File: src/rtl/async_fifo_pkg.sv
// Shared constants and helpers for the single-clock first-word-fall-through FIFO.
package async_fifo_pkg;

  localparam int DEF_DSIZE = 32;
  localparam int DEF_ASIZE = 4;

  function automatic int depth(input int asize);
    return 1 << asize;
  endfunction

endpackage

File: src/rtl/fifo_ram.sv
// Dual-port storage: synchronous write, asynchronous (show-ahead) read.
module fifo_ram
  import async_fifo_pkg::*;
#(
  parameter int DSIZE = DEF_DSIZE,
  parameter int ASIZE = DEF_ASIZE
) (
  input  logic             clk,
  input  logic             we_i,
  input  logic [ASIZE-1:0] waddr_i,
  input  logic [DSIZE-1:0] wdata_i,
  input  logic [ASIZE-1:0] raddr_i,
  output logic [DSIZE-1:0] rdata_o
);

  logic [DSIZE-1:0] mem_q [depth(ASIZE)];

  // NOTE: storage has no reset; the pointers alone define which words are valid,
  // and leaving the array unreset lets it map onto plain RAM.
  always_ff @(posedge clk) begin
    if (we_i) mem_q[waddr_i] <= wdata_i;
  end

  assign rdata_o = mem_q[raddr_i];

endmodule

File: src/rtl/async_fifo_single_clock.sv
// Single-clock FWFT FIFO: wrap-bit pointers, occupancy count and status flags
// decoded from registered pointers around a fifo_ram instance.
module async_fifo_single_clock
  import async_fifo_pkg::*;
#(
  parameter int DSIZE = DEF_DSIZE,
  parameter int ASIZE = DEF_ASIZE
) (
  input  logic             clk,
  input  logic             rst,
  input  logic             winc,
  input  logic [DSIZE-1:0] wdata,
  output logic             wfull,
  output logic             awfull,
  input  logic             rinc,
  output logic [DSIZE-1:0] rdata,
  output logic             rempty,
  output logic             arempty
);

  localparam logic [ASIZE:0] PTR_ONE   = (ASIZE+1)'(1);
  localparam logic [ASIZE:0] CNT_AFULL = (ASIZE+1)'(depth(ASIZE) - 1);

  logic [ASIZE:0] wptr_q, wptr_d;
  logic [ASIZE:0] rptr_q, rptr_d;
  logic [ASIZE:0] count;
  logic           wr_en, rd_en;

  assign wr_en = winc & ~wfull;
  assign rd_en = rinc & ~rempty;

  // NOTE: every signal assigned in always_comb gets a default first, so no
  // path leaves it unassigned and no latch is inferred.
  always_comb begin
    wptr_d = wptr_q;
    rptr_d = rptr_q;
    if (wr_en) wptr_d = wptr_q + PTR_ONE;
    if (rd_en) rptr_d = rptr_q + PTR_ONE;
  end

  // NOTE: sequential state uses non-blocking assignments so all registers
  // update together from pre-edge values.
  always_ff @(posedge clk or posedge rst) begin
    if (rst) begin
      wptr_q <= '0;
      rptr_q <= '0;
    end else begin
      wptr_q <= wptr_d;
      rptr_q <= rptr_d;
    end
  end

  // Flags depend only on registered pointers, never on winc/rinc.
  assign count   = wptr_q - rptr_q;
  assign rempty  = (wptr_q == rptr_q);
  assign wfull   = (wptr_q[ASIZE] != rptr_q[ASIZE]) &&
                   (wptr_q[ASIZE-1:0] == rptr_q[ASIZE-1:0]);
  assign awfull  = (count == CNT_AFULL);
  assign arempty = (count == PTR_ONE);

  fifo_ram #(
    .DSIZE(DSIZE),
    .ASIZE(ASIZE)
  ) u_ram (
    .clk    (clk),
    .we_i   (wr_en),
    .waddr_i(wptr_q[ASIZE-1:0]),
    .wdata_i(wdata),
    .raddr_i(rptr_q[ASIZE-1:0]),
    .rdata_o(rdata)
  );

endmodule

File: config.mk
export PLATFORM = sky130hd
export DESIGN_NAME = async_fifo_single_clock
export DESIGN_NICKNAME = d
export VERILOG_FILES = /design/src/rtl/async_fifo_pkg.sv /design/src/rtl/fifo_ram.sv /design/src/rtl/async_fifo_single_clock.sv
export SDC_FILE = /design/constraint.sdc
export NUM_CORES = 1
export LEC_CHECK = 0
export CAP_MARGIN = 20
export CORE_MARGIN = 2
export CORE_UTILIZATION = 61
export DETAILED_ROUTE_END_ITERATION = 10
export PLACE_DENSITY_LB_ADDON = 0.05
export SYNTH_ARGS = -nofsm -noshare
export SYNTH_HDL_FRONTEND = slang
export SYNTH_SLANG_ARGS = --single-unit
export TNS_END_PERCENT = 5
File: constraint.sdc
create_clock -name clk -period 5.8 [get_ports clk]
set_clock_uncertainty 0.15 [all_clocks]
set_input_delay 0.58 -clock clk [delete_from_list [all_inputs] [get_ports clk]]
set_output_delay 0.58 -clock clk [all_outputs]
set_load 0.05 [all_outputs]
==> flow_summary.ini, run 1 <==
[status]
status = finished clean

[sta]
finalSetupTns_ps = 0
grt_setup_unrepaired = false
hold_viol = 0
worstMarginPinSlew_ps = 1116
post-route-period-util_pct = 81.10
period_needed_ps = 4704
setup_viol = 0
max_clock_freq_mhz = 212.6
maxSlewViolCount = 0
relSlewSlack_pct = 25.58

[power]
p_per_area_nw_per_um2 = 530.3
ir_drop_mv = 0.6076
p_leak_nw = 7.237

[yosys]
synth-main-ff-cell = edfxtp_1
synth.cell_area_um2 = 19990
synth_edf_count = 512
synth_nets = 919
ys_ff_latch = 522
yosysMostFrequentCell = edfxtp_1
seq_area_frac_synth_pct = 78.16
yosys.area.top_type = edfxtp_1
async_reset_ff_share_pct = 1.916
synth_cells = 873
synth_cell_types = 31
avgSynthCellArea_um2 = 22.90
synth_top_area_share_pct = 76.91
ys_top_cells_by_area = edfxtp_1, mux4_2, mux4_1
synth_warnings = 0
synth_common_cells = edfxtp_1, mux4_2, o22ai_1

[placed_design]
gp_congestion = 0.7861
port_buffers = 71
dp_hpwl_um = 21310
dp_cells = 1365

[setup_path]
worstSetupEndpointType = output pin
critPathMaxFanout = 68
cp.required_ps = 5070
r2r_start = rptr_q[0]
startpoint = rptr_q[2]
worstSetupPathType = flop to output pin
arrival_ps = 3970
start_kind = flop

[floorplanning]
dieWidth_um = 185.0
start_util_pct = 61.76
io_pins = 72
dieHeight_um = 185.0
rows = 66
die_area_um2 = 34240
core_um2 = 32370

[layout]
area_growth_syn_to_layout_pct = 14.44
diodes = 0
fin_cells = 1459
fillers = 1937
layout-drive-gt1-share_pct = 22.03
nets = 1022

[clocking]
hold_buffers = 0
cts_setup_buffers = 0
cts_tree = built
cts_buffers = 51
clock_latency_ps = 570
clock_sinks = 522
clk_pin_slew_ps = 60
cts_max_level = 2
cts_max_path_buffers = 3
clk_root_buffer_cell = clkbuf_16
cts-resized-gates = 0

[detailed_routing]
viasPerCell = 6.302
vias = 9195
routed_wl_um = 40550
routedWlPerCell_um = 27.79
ant_nets = 0
drc_errors = 0
drtIter0Drc = 732
first_pass_iters = 5

[grt]
grt_antenna_before_repair = 0
grt_pass1_wl_um = 60000
grtUsageTotal_pct = 24.81
grt_start_max_net_pins = 131
grt_pass1_vias = 9683
grt_overflow = 0

[hold_path]
hp-class = primary input to async pin

[job]
cap_violations = 0
sequential cells by signal, indices dropped and copies added, names as in the netlist:
| name | count |
|---|---|
| rptr_q | 5 |
| u_ram.mem_q | 512 |
| wptr_q | 5 |
power by group:
group | leakage, nW | internal, mW | switching [mW]
Clock | 0.813 | 1.90 | 1.33
Combinational | 1.68 | 1.62 | 2.53
Sequential | 4.74 | 4.56 | 0.190
metrics by stage:
stage                     util, %  power (mW)  hold WS [ps]  instance area (µm²)  worst slack, ps
after floorplan                 -       7.866         270.2                19990             1174
after global placement      65.54       8.922         377.6                21220             1750
after detailed placement    65.54       9.021         384.7                21220             1708
after CTS                   70.67       12.25         131.2                22880             1040
after global routing        70.67       12.63         163.1                22880            919.2
final                       70.67       12.13         148.6                22880             1096
cells in the final DEF (no fill, tap or decap), types with 2 or more instances in the layout:
master	count
buf_4	24
bufinv_16	5
clkbuf_1	10
clkbuf_16	52
clkbuf_8	3
clkdlybuf4s50_1	71
clkinv_1	12
clkinv_2	8
clkinv_4	2
dfrtp_1	7
dfrtp_4	2
edfxtp_1	512
ha_1	9
inv_1	7
mux4_1	22
mux4_2	106
nand2_1	12
nand2b_1	2
nand4_1	5
nor2_1	36
nor2_4	11
nor3_2	4
o21a_1	3
o21ai_0	3
o22ai_1	64
xnor2_1	8
xor2_1	3
final cells by class:
cell class	count	area, µm²	share of cell area (%)
clock buffers	65	1380	6.032
multi-input cells	297	4089	17.87
repair buffers	96	910.9	3.981
inverters	8	30.03	0.1313
flip-flops and latches	522	15630	68.33
clock inverters	29	281.5	1.231
well taps	442	553.0	2.417
critical path: stages (launching register included):
cell and delay, ps:
dfrtp_2 350, buf_4 810, nand2_1 780, buf_4 460, o22ai_1 180, nor2_1 100, clkdlybuf4s50_1 710
layer usage:
metal	up-vias	GRT usage (%)	part of all wire (%)	routed length, µm
li1	3930	-	-	-
met2	362	42.62	52	21100
met1	4828	32.79	38	15560
met3	75	3.893	6.6	2687
met5	-	0	0	0
met4	0	8.794	3.0	1199
final timing paths:
kind                                           end  slack (ps)  cells after the start
worst max-delay path                     rdata[27]        1100                      6
worst min register to register           wptr_q[4]         400                      1
worst min-delay path                     rptr_q[1]         150                      2
worst max register to register  u_ram.mem_q[4][31]        2040                      6
max in group asynchronous                rptr_q[0]        5010                      2
min in group clk                         wptr_q[4]         400                      1
kinds of logic (layout without fill, tap and decap cells):
logic type	count (synthesis)	in the layout	synth area share, %
compound gates	73	73	2.328
mux	129	129	14.88
simple gates	74	74	1.571
buf+inv	54	198	1.915
fa+ha+maj	10	10	0.6634
xor+xnor	11	11	0.4820
flops	522	522	78.16
No activity file was read; power rests on OpenSTA's default activity.
==> run 2: changes to the inputs <==
==> constraint.sdc (replaced) <==
create_clock -name clk -period 4.7 [get_ports clk]
set_clock_uncertainty 0.15 [all_clocks]
set_input_delay 0.47 -clock clk [delete_from_list [all_inputs] [get_ports clk]]
set_output_delay 0.47 -clock clk [all_outputs]
set_load 0.05 [all_outputs]
==> run 2 against run 1 <==
Total power up 21%. First-iteration DRC count is 4.6% higher. Largest power group unchanged. Highest routed layer unchanged. Clock power is 15% higher.
==> flow_summary.ini, run 2 (synthesized netlist as in run 1, its figures left out) <==
[sta]
relSlewSlack_pct = 45.29
period_needed_ps = 4170
maxSlewViolCount = 0
max_clock_freq_mhz = 239.8
finalSetupTns_ps = 0
hold_viol = 0
hold_ws_ps = 53.41
worstMarginPinSlew_ps = 820.6
setup_viol = 0
post-route-period-util_pct = 88.73
grt_setup_unrepaired = false

[layout]
layout_commonest_cell = edfxtp_1
fin_area_um2 = 22820
layout-drive-gt1-share_pct = 21.76
nets = 1027
multiInputGateArea_um2 = 4089
reg_top3 = u_ram.mem_q: 512 flops, rptr_q: 5 flops, wptr_q: 5 flops
regMostFlops = u_ram.mem_q
final_cell_mix = edfxtp_1, mux4_2, clkdlybuf4s50_1
regArea_um2 = 15630
fillers = 1991
largest_reg_flops = 512
area_growth_syn_to_layout_pct = 14.14

[floorplanning]
core_um2 = 32370
io_pins = 72
dieHeight_um = 185.0
die_area_um2 = 34240
rows = 66
start_util_pct = 61.76
dieWidth_um = 185.0

[placed_design]
port_buffers = 71
dp_hpwl_um = 21670
gp_congestion = 0.8244
placed_cell_area_um2 = 21290

[setup_path]
worstSetupEndpointType = output pin
cp.required_ps = 4080
critPathMaxFanout = 47
worstSetupPathType = flop to output pin
start_kind = flop
arrival_ps = 3550

[detailed_routing]
viasPerCell = 6.269
ant_nets = 0
vias = 9171
drc_errors = 0
routedWlPerCell_um = 27.64
drtIter0Drc = 766
first_pass_iters = 5
routed_wl_um = 40440

[clocking]
cts-resized-gates = 0
clock_sinks = 522
hold_buffers = 0
cts_buffers = 51
clock_latency_ps = 550
cts_max_level = 2
cts_tree = built
cts_max_path_buffers = 3
cts_setup_buffers = 0
clk_pin_slew_ps = 60
clk_root_buffer_cell = clkbuf_16

[job]
cap_violations = 0

[grt]
grt_antenna_before_repair = 1
grt_start_max_net_pins = 93
grt_overflow = 0
grt_pass1_wl_um = 59870
grtUsageTotal_pct = 24.49
grt_pass1_vias = 9757

[power]
pwr-share-clk_pct = 25.2
p_leak_nw = 7.204
power.switching_mw = 4.961
internal_power_mw = 9.745
ir_drop_mv = 0.5563
combPwrFrac_pct = 34.9
p_per_area_nw_per_um2 = 644.5
seqPwrFrac_pct = 39.8
finalPower_mw = 14.71
switching_share_pct = 33.73

[status]
status = finished clean

[hold_path]
hp-class = primary input to async pin
[run 2: cell count changes in the layout (fill, tap and decap cells not counted)]
cell       delta
clkinv_2      +1
clkbuf_1      +3
clkinv_8      -1
clkinv_4      -1
buf_12        +3
buf_4         +2
bufinv_16     -4
clkinv_1      +2
clkbuf_16     +1
diode_2       +1
clkbuf_8      -3
[run 2: final timing paths]
check | from | endpoint | slack [ps] | cells after the start
min in group clk | wptr_q[4] | wptr_q[4] | 390 | 1
worst max register to register | rptr_q[2] | u_ram.mem_q[15][5] | 1140 | 7
max in group asynchronous | rst | rptr_q[0] | 4030 | 2
worst min register to register | wptr_q[4] | wptr_q[4] | 390 | 1
worst max-delay path | rptr_q[2] | rdata[31] | 530 | 5
worst min-delay path | rst | wptr_q[4] | 50 | 2
[run 2: per-layer routing]
metal	part of all wire [%]	track usage [%]	vias up
met3	5.6	4.031	53
met2	53	43.33	284
met4	1.4	5.587	0
met5	0	0	-
met1	40	32.44	4890
li1	-	-	3944
[run 2: worst max-delay path, stage by stage (launching register included)]
cell	delay, ps
dfrtp_2	720
buf_4	660
mux4_2	330
o22ai_1	90
nor2_1	270
clkdlybuf4s50_1	860
[run 2: power groups by stage]
stage | Combinational, mW | Clock, mW | Sequential, mW
floorplan | 3.89 | 0 | 5.81
global placement | 5.12 | 0 | 5.91
detailed placement | 5.21 | 0 | 5.95
CTS | 5.22 | 3.77 | 5.86
global route | 5.44 | 3.97 | 5.89
finish | 5.14 | 3.71 | 5.86
[run 2: layout make-up]
type                            count  share of cell area [%]
Clock buffer                       66                   6.026
Tap cell                          442                   2.424
Timing Repair Buffer              101                   4.321
Antenna cell                        1                 0.01097
Multi-Input combinational cell    297                   17.92
Clock inverter                     26                  0.6525
Sequential cell                   522                   68.51
Inverter                            8                  0.1316
[run 2: metrics by stage]
stage | setup WS, ps | instances | util, %
finish | 529.7 | 1463 | 70.49
global route | 394.9 | 1463 | 70.49
CTS | 474.2 | 1462 | 70.48
detailed placement | 1074 | 1370 | 65.77
global placement | 1137 | 1370 | 65.77
floorplan | 74.14 | 873 | -
==> run 3: changes to the inputs <==
--- a/config.mk
+++ b/config.mk
@@ -9,7 +9,9 @@
 export CORE_MARGIN = 2
 export CORE_UTILIZATION = 61
 export DETAILED_ROUTE_END_ITERATION = 10
+export HOLD_SLACK_MARGIN = 0.08
 export PLACE_DENSITY_LB_ADDON = 0.05
+export REMOVE_ABC_BUFFERS = 1
 export SYNTH_ARGS = -nofsm -noshare
 export SYNTH_HDL_FRONTEND = slang
 export SYNTH_SLANG_ARGS = --single-unit
==> run 3 against run 2 <==
Count of clock-buffer cells in the layout grew 4. Cell count shrank 0.21%. Die area is the same. Sequential power is essentially flat. Wire length shrank 0.45%. Sequential share of layout area shrank 0.21 points. First-iteration DRC count grew 13%. Setup slack lost 94 ps.
==> flow_summary.ini, run 3 (synthesized netlist as in run 1, its figures left out) <==
[layout]
regMostFlops = u_ram.mem_q
regArea_um2 = 15630
final_cell_mix = edfxtp_1, mux4_2, clkdlybuf4s50_1
diodes = 0
multiInputGateArea_um2 = 4089
fillers = 1949
area_growth_syn_to_layout_pct = 14.48
largest_reg_flops = 512
nets = 1026
layout-drive-gt1-share_pct = 22.00
reg_top3 = u_ram.mem_q: 512 flops, rptr_q: 5 flops, wptr_q: 5 flops
postLayoutCoreUtil_pct = 70.70
layout_commonest_cell = edfxtp_1

[setup_path]
r2r_start = rptr_q[0]
crit_buf_inv = 2
cp.required_ps = 4080
path_cells = ha_1, inv_1, fa_1, a21o_1, a21oi_1, mux2i_1, nor4bb_1, clkdlybuf4s50_1
start_kind = flop
cp_top_family = buffers and inverters
critPathMaxFanout = 18
max_stage_delay_ps = 880
critPathSlowestCell = clkdlybuf4s50_1
arrival_ps = 3640
worstSetupEndpointType = output pin
worstSetupPathType = flop to output pin
startpoint = rptr_q[0]

[sta]
grt_setup_unrepaired = false
post-route-period-util_pct = 90.72
maxSlewViolCount = 0
period_needed_ps = 4264
hold_viol = 0
setup_viol = 0
max_clock_freq_mhz = 234.5
relSlewSlack_pct = 39.32
worstMarginPinSlew_ps = 910.2

[grt]
grt_start_max_net_pins = 131
grt_util_met1_pct = 34.75
grt_antenna_before_repair = 1
grt_pass1_wl_um = 59640
grt.busiest_layer = met2
grtUsageTotal_pct = 24.45
grtUsageMet3_pct = 3.795
use_met2_pct = 41.08
grt_overflow = 0
grt_pass1_vias = 9676

[floorplanning]
rows = 66
core_um2 = 32370
die_area_um2 = 34240
dieWidth_um = 185.0
dieHeight_um = 185.0
start_util_pct = 61.76
io_pins = 72

[detailed_routing]
ant_nets = 0
vias = 9257
first_pass_iters = 6
drtIter0Drc = 862
viasPerCell = 6.340
routedWlPerCell_um = 27.57
drc_errors = 0
routed_wl_um = 40250

[status]
status = finished clean

[clocking]
cts_max_path_buffers = 3
clock_latency_ps = 550
cts_max_level = 2
cts_tree = built
clock_sinks = 522
clk_pin_slew_ps = 60
cts_buffers = 50
clk_root_buffer_cell = clkbuf_16
cts_setup_buffers = 0

[power]
p_leak_nw = 7.235
p_per_area_nw_per_um2 = 650.3
finalPower_mw = 14.88
ir_drop_mv = 0.4552

[placed_design]
dp_hpwl_um = 20920
port_buffers = 71
gp_congestion = 0.7306

[hold_path]
hp-class = flop to flop
hp-start = rptr_q[2]

[job]
cap_violations = 0
run 3: cell count changes in the layout (fill, tap and decap cells not counted), sizes merged:
cell,previous run,this run
buf,30,29
bufinv,1,3
clkbuf,66,70
clkinv,24,13
clkinvlp,1,4
diode,1,0
dlygate4sd3,0,1
run 3: metrics by stage:
stage	instances	setup WS [ps]	instance area (µm²)	hold WS [ps]	setup TNS [ps]
2_1_floorplan	827	-3274	19640	160.2	-1359570
6_report	1460	436.0	22890	362.7	0
3_3_place_gp	1369	1180	21260	347.3	0
3_5_place_dp	1369	1003	21260	351.8	0
5_1_grt	1460	261.9	22890	395.3	0
4_1_cts	1460	423.5	22890	359.9	0
run 3: path summary, 6_finish.rpt:
| path | to | slack [ps] | cells past startpoint |
|---|---|---|---|
| max in group asynchronous | rptr_q[1] | 3480 | 3 |
| hold reg to reg | rptr_q[2] | 360 | 1 |
| setup reg to reg | u_ram.mem_q[6][31] | 1350 | 6 |
| hold / removal | rptr_q[2] | 360 | 1 |
| min in group asynchronous | rptr_q[0] | 610 | 3 |
| setup / recovery | awfull | 440 | 8 |
run 3: metal layers:
metal | share of wire, % | up-vias
li1 | - | 3928
met1 | 41 | 4934
met2 | 51 | 338
met3 | 6.1 | 55
met4 | 1.6 | 2
met5 | 0.030 | -
run 3: cell type report:
class,instances,area share [%]
Timing Repair Buffer,101,4.209
Clock buffer,70,6.292
Multi-Input combinational cell,297,17.87
Sequential cell,522,68.31
Tap cell,442,2.416
Inverter,8,0.1312
Clock inverter,20,0.7763
run 3: worst register-to-register path, cell delays in order, from the launching register on:
cell     delay (ps)
dfrtp_4         630
ha_1            390
nand4_1         190
o21a_1          320
nand2_1         300
nor2_4          730
buf_4           350
run 3: what timing repair did:
action / in CTS / in global routing
hold buffers: 1 / 0
gates resized for setup: 0 / 0
endpoints found under the hold margin: 10 / 0
endpoints found under the setup margin: 0 / 0
run 3: power breakdown:
part	internal [mW]	switching, mW	leakage, nW
Clock	2.29	1.59	0.776
Combinational	2.02	3.15	1.72
Sequential	5.63	0.206	4.74
==> edit 1: new RTL, flow settings as in run 1 <==
`DEF_DSIZE`: 32 -> 64.
--- a/src/rtl/async_fifo_pkg.sv
+++ b/src/rtl/async_fifo_pkg.sv
@@ -2,5 +2,5 @@
 package async_fifo_pkg;
 
-  localparam int DEF_DSIZE = 32;
+  localparam int DEF_DSIZE = 64;
   localparam int DEF_ASIZE = 4;
 
Interface: changed (resized rdata and wdata); port bits go from 72 to 136. No check against the original RTL was run, so the function may have changed too.
==> edit 1 against run 1 <==
Maximum frequency fell by 3.8%; clock power rose by 99%; worst hold slack got worse by 0.055 ns; sequential power rose by 97%; sequential cell count rose by 512; area after synthesis rose by 99%; register-to-register slack got worse by 0.44 ns; total power rose by 100%; final area rose by 99%; first-iteration DRC count rose to 2.8 times the old value; wire length rose by 110%; worst setup slack got worse by 0.19 ns; non-clock buffer count rose by 90.
==> edit 1: results (changes against run 1) <==
| Metric | Value |
|---|---|
| Largest regs | u_ram.mem_q x1024, rptr_q x5, wptr_q x5 (was u_ram.mem_q x512, rptr_q x5, wptr_q x5) |
| WL/cell | 29.9 µm (was 27.8 µm) |
| Async set-reset flop share out of synthesis | 0.00967 (was 0.0192) |
| Hold WC Path Type | primary input to asynchronous set/reset pin (unchanged) |
| Placed cells | 2,727 (was 1,365) |
| CP max stage delay | 1.01 ns (was 0.81 ns) |
| Run status | finished clean (unchanged) |
| Post-synthesis sequential area ratio | 0.781 (was 0.782) |
| CP arrival | 4.16 ns (was 3.97 ns) |
| Initial antenna violation count | 8 (was 0) |
| CTS buffer count | 99 (was 51) |
| EDFF count, synth | 1,024 (was 512) |
| Via Count | 18.8k (was 9,195) |
| Pleak | 14.5 nW (was 7.24 nW) |
| Syn nets | 1,866 (was 919) |
| Synth unique cells | 33 (was 31) |
| I/O Buffers | 135 (was 71) |
| YS warnings | 0 (unchanged) |
| Post-Route WL | 86.9 mm (was 40.6 mm) |
| Synth cell count leaders | edfxtp_1 (1,024), mux2i_1 (192), mux4_2 (192) (was edfxtp_1 (512), mux4_2 (106), o22ai_1 (64), nor2_1 (47), mux4_1 (22)) |
| H-tree Lvls | 3 (was 2) |
| Fin nets | 2,051 (was 1,022) |
| Synthesized instance count | 1,788 (was 873) |
| Initial drt markers | 2,083 (was 732) |
| Routability cong. | 0.758 (was 0.786) |
| Slew @ Worst Pin | 1.10 ns (was 1.12 ns) |
| Crit-path slowest cell | dfrtp_4 (was buf_4) |
| Pin count of the biggest net entering global routing | 152 (was 131) |
| Global-route wire length before repair | 128 mm (was 60.0 mm) |
| GRT Util Overall | 0.265 (was 0.248) |
| Max rail drop VDD | 0.000572 V (was 0.000608 V) |
| R2r startpoint | rptr_q[3]$_DFFE_PP0P_ (was rptr_q[0]$_DFFE_PP0P_) |
| Layout cells sized above 1 | 0.196 (was 0.220) |
| Worst-Skew Late Latency | 0.64 ns (was 0.57 ns) |
| Top post-synthesis cells by area | edfxtp_1 (77%), mux4_2 (11%), mux2i_1 (4.8%) (was edfxtp_1 (77%), mux4_2 (12%), mux4_1 (2.9%)) |
| Critical path peak fanout | 42 (was 68) |
| Crit path from | rptr_q[0]$_DFFE_PP0P_ (was rptr_q[2]$_DFFE_PP0P_) |
| Dpl cell area | 0.0422 mm² (was 0.0212 mm²) |
==> edit 1: kinds of logic after synthesis <==
logic type                 share of synthesized area
and+or+nand+nor                              0.00473
adders and majority gates                    0.00334
muxes                                          0.157
DFF                                            0.781
xor gates and xnor gates                     0.00287
AOI/OAI and AO/OA                             0.0354
buffers and inverters                         0.0154
==> edit 1: worst paths after layout <==
check,slack (ns),depth (start not counted),endpoint
setup / recovery,0.91,5,rdata[31]
min in group clk,0.39,1,rptr_q[4]$_DFFE_PP0P_
hold reg to reg,0.39,1,rptr_q[4]$_DFFE_PP0P_
max in group asynchronous,5.06,2,rptr_q[0]$_DFFE_PP0P_
hold / removal,0.09,2,rptr_q[1]$_DFFE_PP0P_
setup reg to reg,1.60,7,u_ram.mem_q[7][24]$_DFFE_PP_
==> edit 1: critical path, delay by kind of cell (launching register included) <==
kind / cells / cell delay, ns
muxes: 1 / 0.59
AOI/OAI and AO/OA: 2 / 0.36
buffers and inverters: 2 / 1.46
DFF: 1 / 1.01
==> edit 1: final cells by class <==
class / count / area (µm²)
multi-input combinational: 645 / 8210
clock inverter: 50 / 533
antenna: 3 / 7.51
timing repair buffer: 186 / 1860
tap: 855 / 1070
inverter: 7 / 30.0
sequential: 1034 / 31000
clock buffer: 129 / 2710
fill: 3872 / 18900
==> edit 1: power breakdown <==
group,leakage [nW],total [mW],internal [mW],switching (mW)
clock network,1.58,6.42,3.80,2.62
logic,3.58,8.64,3.24,5.40
registers,9.37,9.37,9.01,0.356
total,14.5,24.4,16.1,8.37
==> edit 1: layer usage <==
metal  global-route usage  share of wire  vias up
met5                    0        0.00040        -
met2                0.448           0.51      691
met3               0.0441          0.067      152
met4               0.0769          0.023        6
li1                     -              -     7989
met1                0.362           0.40     9958
==> edit 2: new RTL, config.mk and constraints of run 1 <==
Without the edit above. Reset style: synchronous (`rst`), changed in one clocked block. Comments in the files are not updated.
--- a/src/rtl/async_fifo_single_clock.sv
+++ b/src/rtl/async_fifo_single_clock.sv
@@ -41,5 +41,5 @@
   // NOTE: sequential state uses non-blocking assignments so all registers
   // update together from pre-edge values.
-  always_ff @(posedge clk or posedge rst) begin
+  always_ff @(posedge clk) begin
     if (rst) begin
       wptr_q <= '0;
Function: differs if rst is asserted again (counterexample within 4 cycles, from zero or initial values and one cycle with rst high); with rst held inactive, the same outputs for 4 cycles.
==> edit 2 against run 1 <==
Via count is 2.0% higher; worst hold slack better by 0.27 ns; area after synthesis hardly changed; wire length is 2.8% higher; sequential cell count is 4 higher; cell count is 1.4% higher; critical path depth is 1 lower; largest cell class unchanged; worst setup slack better by 0.53 ns; critical path type unchanged; final area is 0.67% higher; utilization is 0.47 points higher.
Power is not compared: it rests on default switching activity, and its combinational part moved more than twofold at a synthesized area within 25%.
==> edit 2: results (changes against run 1) <==
| Metric | Value |
|---|---|
| Synth cell count leaders | edfxtp_1 (512), mux4_2 (128), a22oi_1 (64), nand2_1 (38), nor2_1 (24) (was edfxtp_1 (512), mux4_2 (106), o22ai_1 (64), nor2_1 (47), mux4_1 (22)) |
| Number of global-route vias before repair | 9,925 (was 9,683) |
| Fillers | 1,941 (was 1,937) |
| WL/cell | 28.2 µm (was 27.8 µm) |
| Run status | finished clean (unchanged) |
| Async set-reset flop share out of synthesis | 0 (was 0.0192) |
| Pin count of the biggest net entering global routing | 84 (was 131) |
| Initial drt markers | 881 (was 732) |
| Vias per cell | 6.34 (was 6.30) |
| Routability cong. | 0.788 (was 0.786) |
| Syn nets | 937 (was 919) |
| # resized after CTS | 0 (unchanged) |
| Postcts setup bufs | 0 (unchanged) |
| Layout cells sized above 1 | 0.238 (was 0.220) |
| Critical path peak fanout | 32 (was 68) |
| Clk root buf | clkbuf_16 (unchanged) |
| Fin nets | 1,042 (was 1,022) |
| Hold WC Path Type | flip-flop to flip-flop (was primary input to asynchronous set/reset pin) |
| Synth unique cells | 36 (was 31) |
| Global-route wire length before repair | 61.2 mm (was 60.0 mm) |
| CP arrival | 3.44 ns (was 3.97 ns) |
| GRT Util Overall | 0.252 (was 0.248) |
| Worst-Skew Late Latency | 0.55 ns (was 0.57 ns) |
| Post-synthesis sequential area ratio | 0.784 (was 0.782) |
| Post-DP HPWL | 22.7 mm (was 21.3 mm) |
| Crit-path slowest cell | dfxtp_4 (was buf_4) |
| Slew margin rel. | 0.335 (was 0.256) |
| Max rail drop VDD | 0.000338 V |
## edit 2: kinds of logic (layout without fill, tap and decap cells)
logic type	count (synthesis)	count (layout)	share of synthesized area
simple gates	83	83	0.0180
flops	526	526	0.784
xor+xnor	10	10	0.00476
fa+ha+maj	10	10	0.00664
compound gates	79	79	0.0293
mux	130	130	0.145
buf+inv	53	200	0.0124
## edit 2: layout make-up
class,instances,share of cell area
flip-flops and latches,526,0.680
inverters,7,0.00114
clock buffers,74,0.0619
multi-input cells,312,0.183
repair buffers,98,0.0422
well taps,442,0.0240
clock inverters,21,0.00782
## edit 2: per-layer routing
layer,wire length [µm],GRT usage,vias to the layer above
met2,21800,0.434,405
met5,0,0,-
met3,2630,0.0366,78
met4,1060,0.0771,0
met1,16200,0.341,4921
li1,-,-,3977
## edit 2: power by group
group	switching (mW)	internal [mW]
Combinational	0.647	0.557
Clock	1.31	1.84
Sequential	0.0670	4.22
Total	2.02	6.62
## edit 2: worst min-delay path, delay by kind of cell, from the launching register on
kind | cells | cell delay, ns
flops | 1 | 0.34
mux | 1 | 0.14
simple gates | 1 | 0.06
## edit 2: worst paths after layout
path | startpoint | to | slack, ns | cells after the start
setup / recovery | flip-flop | rdata[17] | 1.63 | 5
hold / removal | rptr_q[1]$_SDFFE_PP0P_ | flip-flop | 0.42 | 2
setup reg to reg | wptr_q[2]$_SDFFE_PP0P_ | u_ram.mem_q[12][29]$_DFFE_PP_ | 2.24 | 6
hold reg to reg | rptr_q[1]$_SDFFE_PP0P_ | flip-flop | 0.42 | 2
## edit 2: per-stage QoR
stage / hold slack [ns] / cells / area, µm² / setup WS [ns] / total power, mW
after CTS: 0.424 / 1479 / 23000 / 1.53 / 8.70
after global placement: 0.411 / 1384 / 21400 / 2.14 / 5.56
after detailed placement: 0.413 / 1384 / 21400 / 2.12 / 5.59
after floorplan: 0.315 / 891 / 20000 / 1.17 / 5.24
after global routing: 0.468 / 1480 / 23000 / 1.37 / 8.93
final: 0.422 / 1480 / 23000 / 1.63 / 8.64
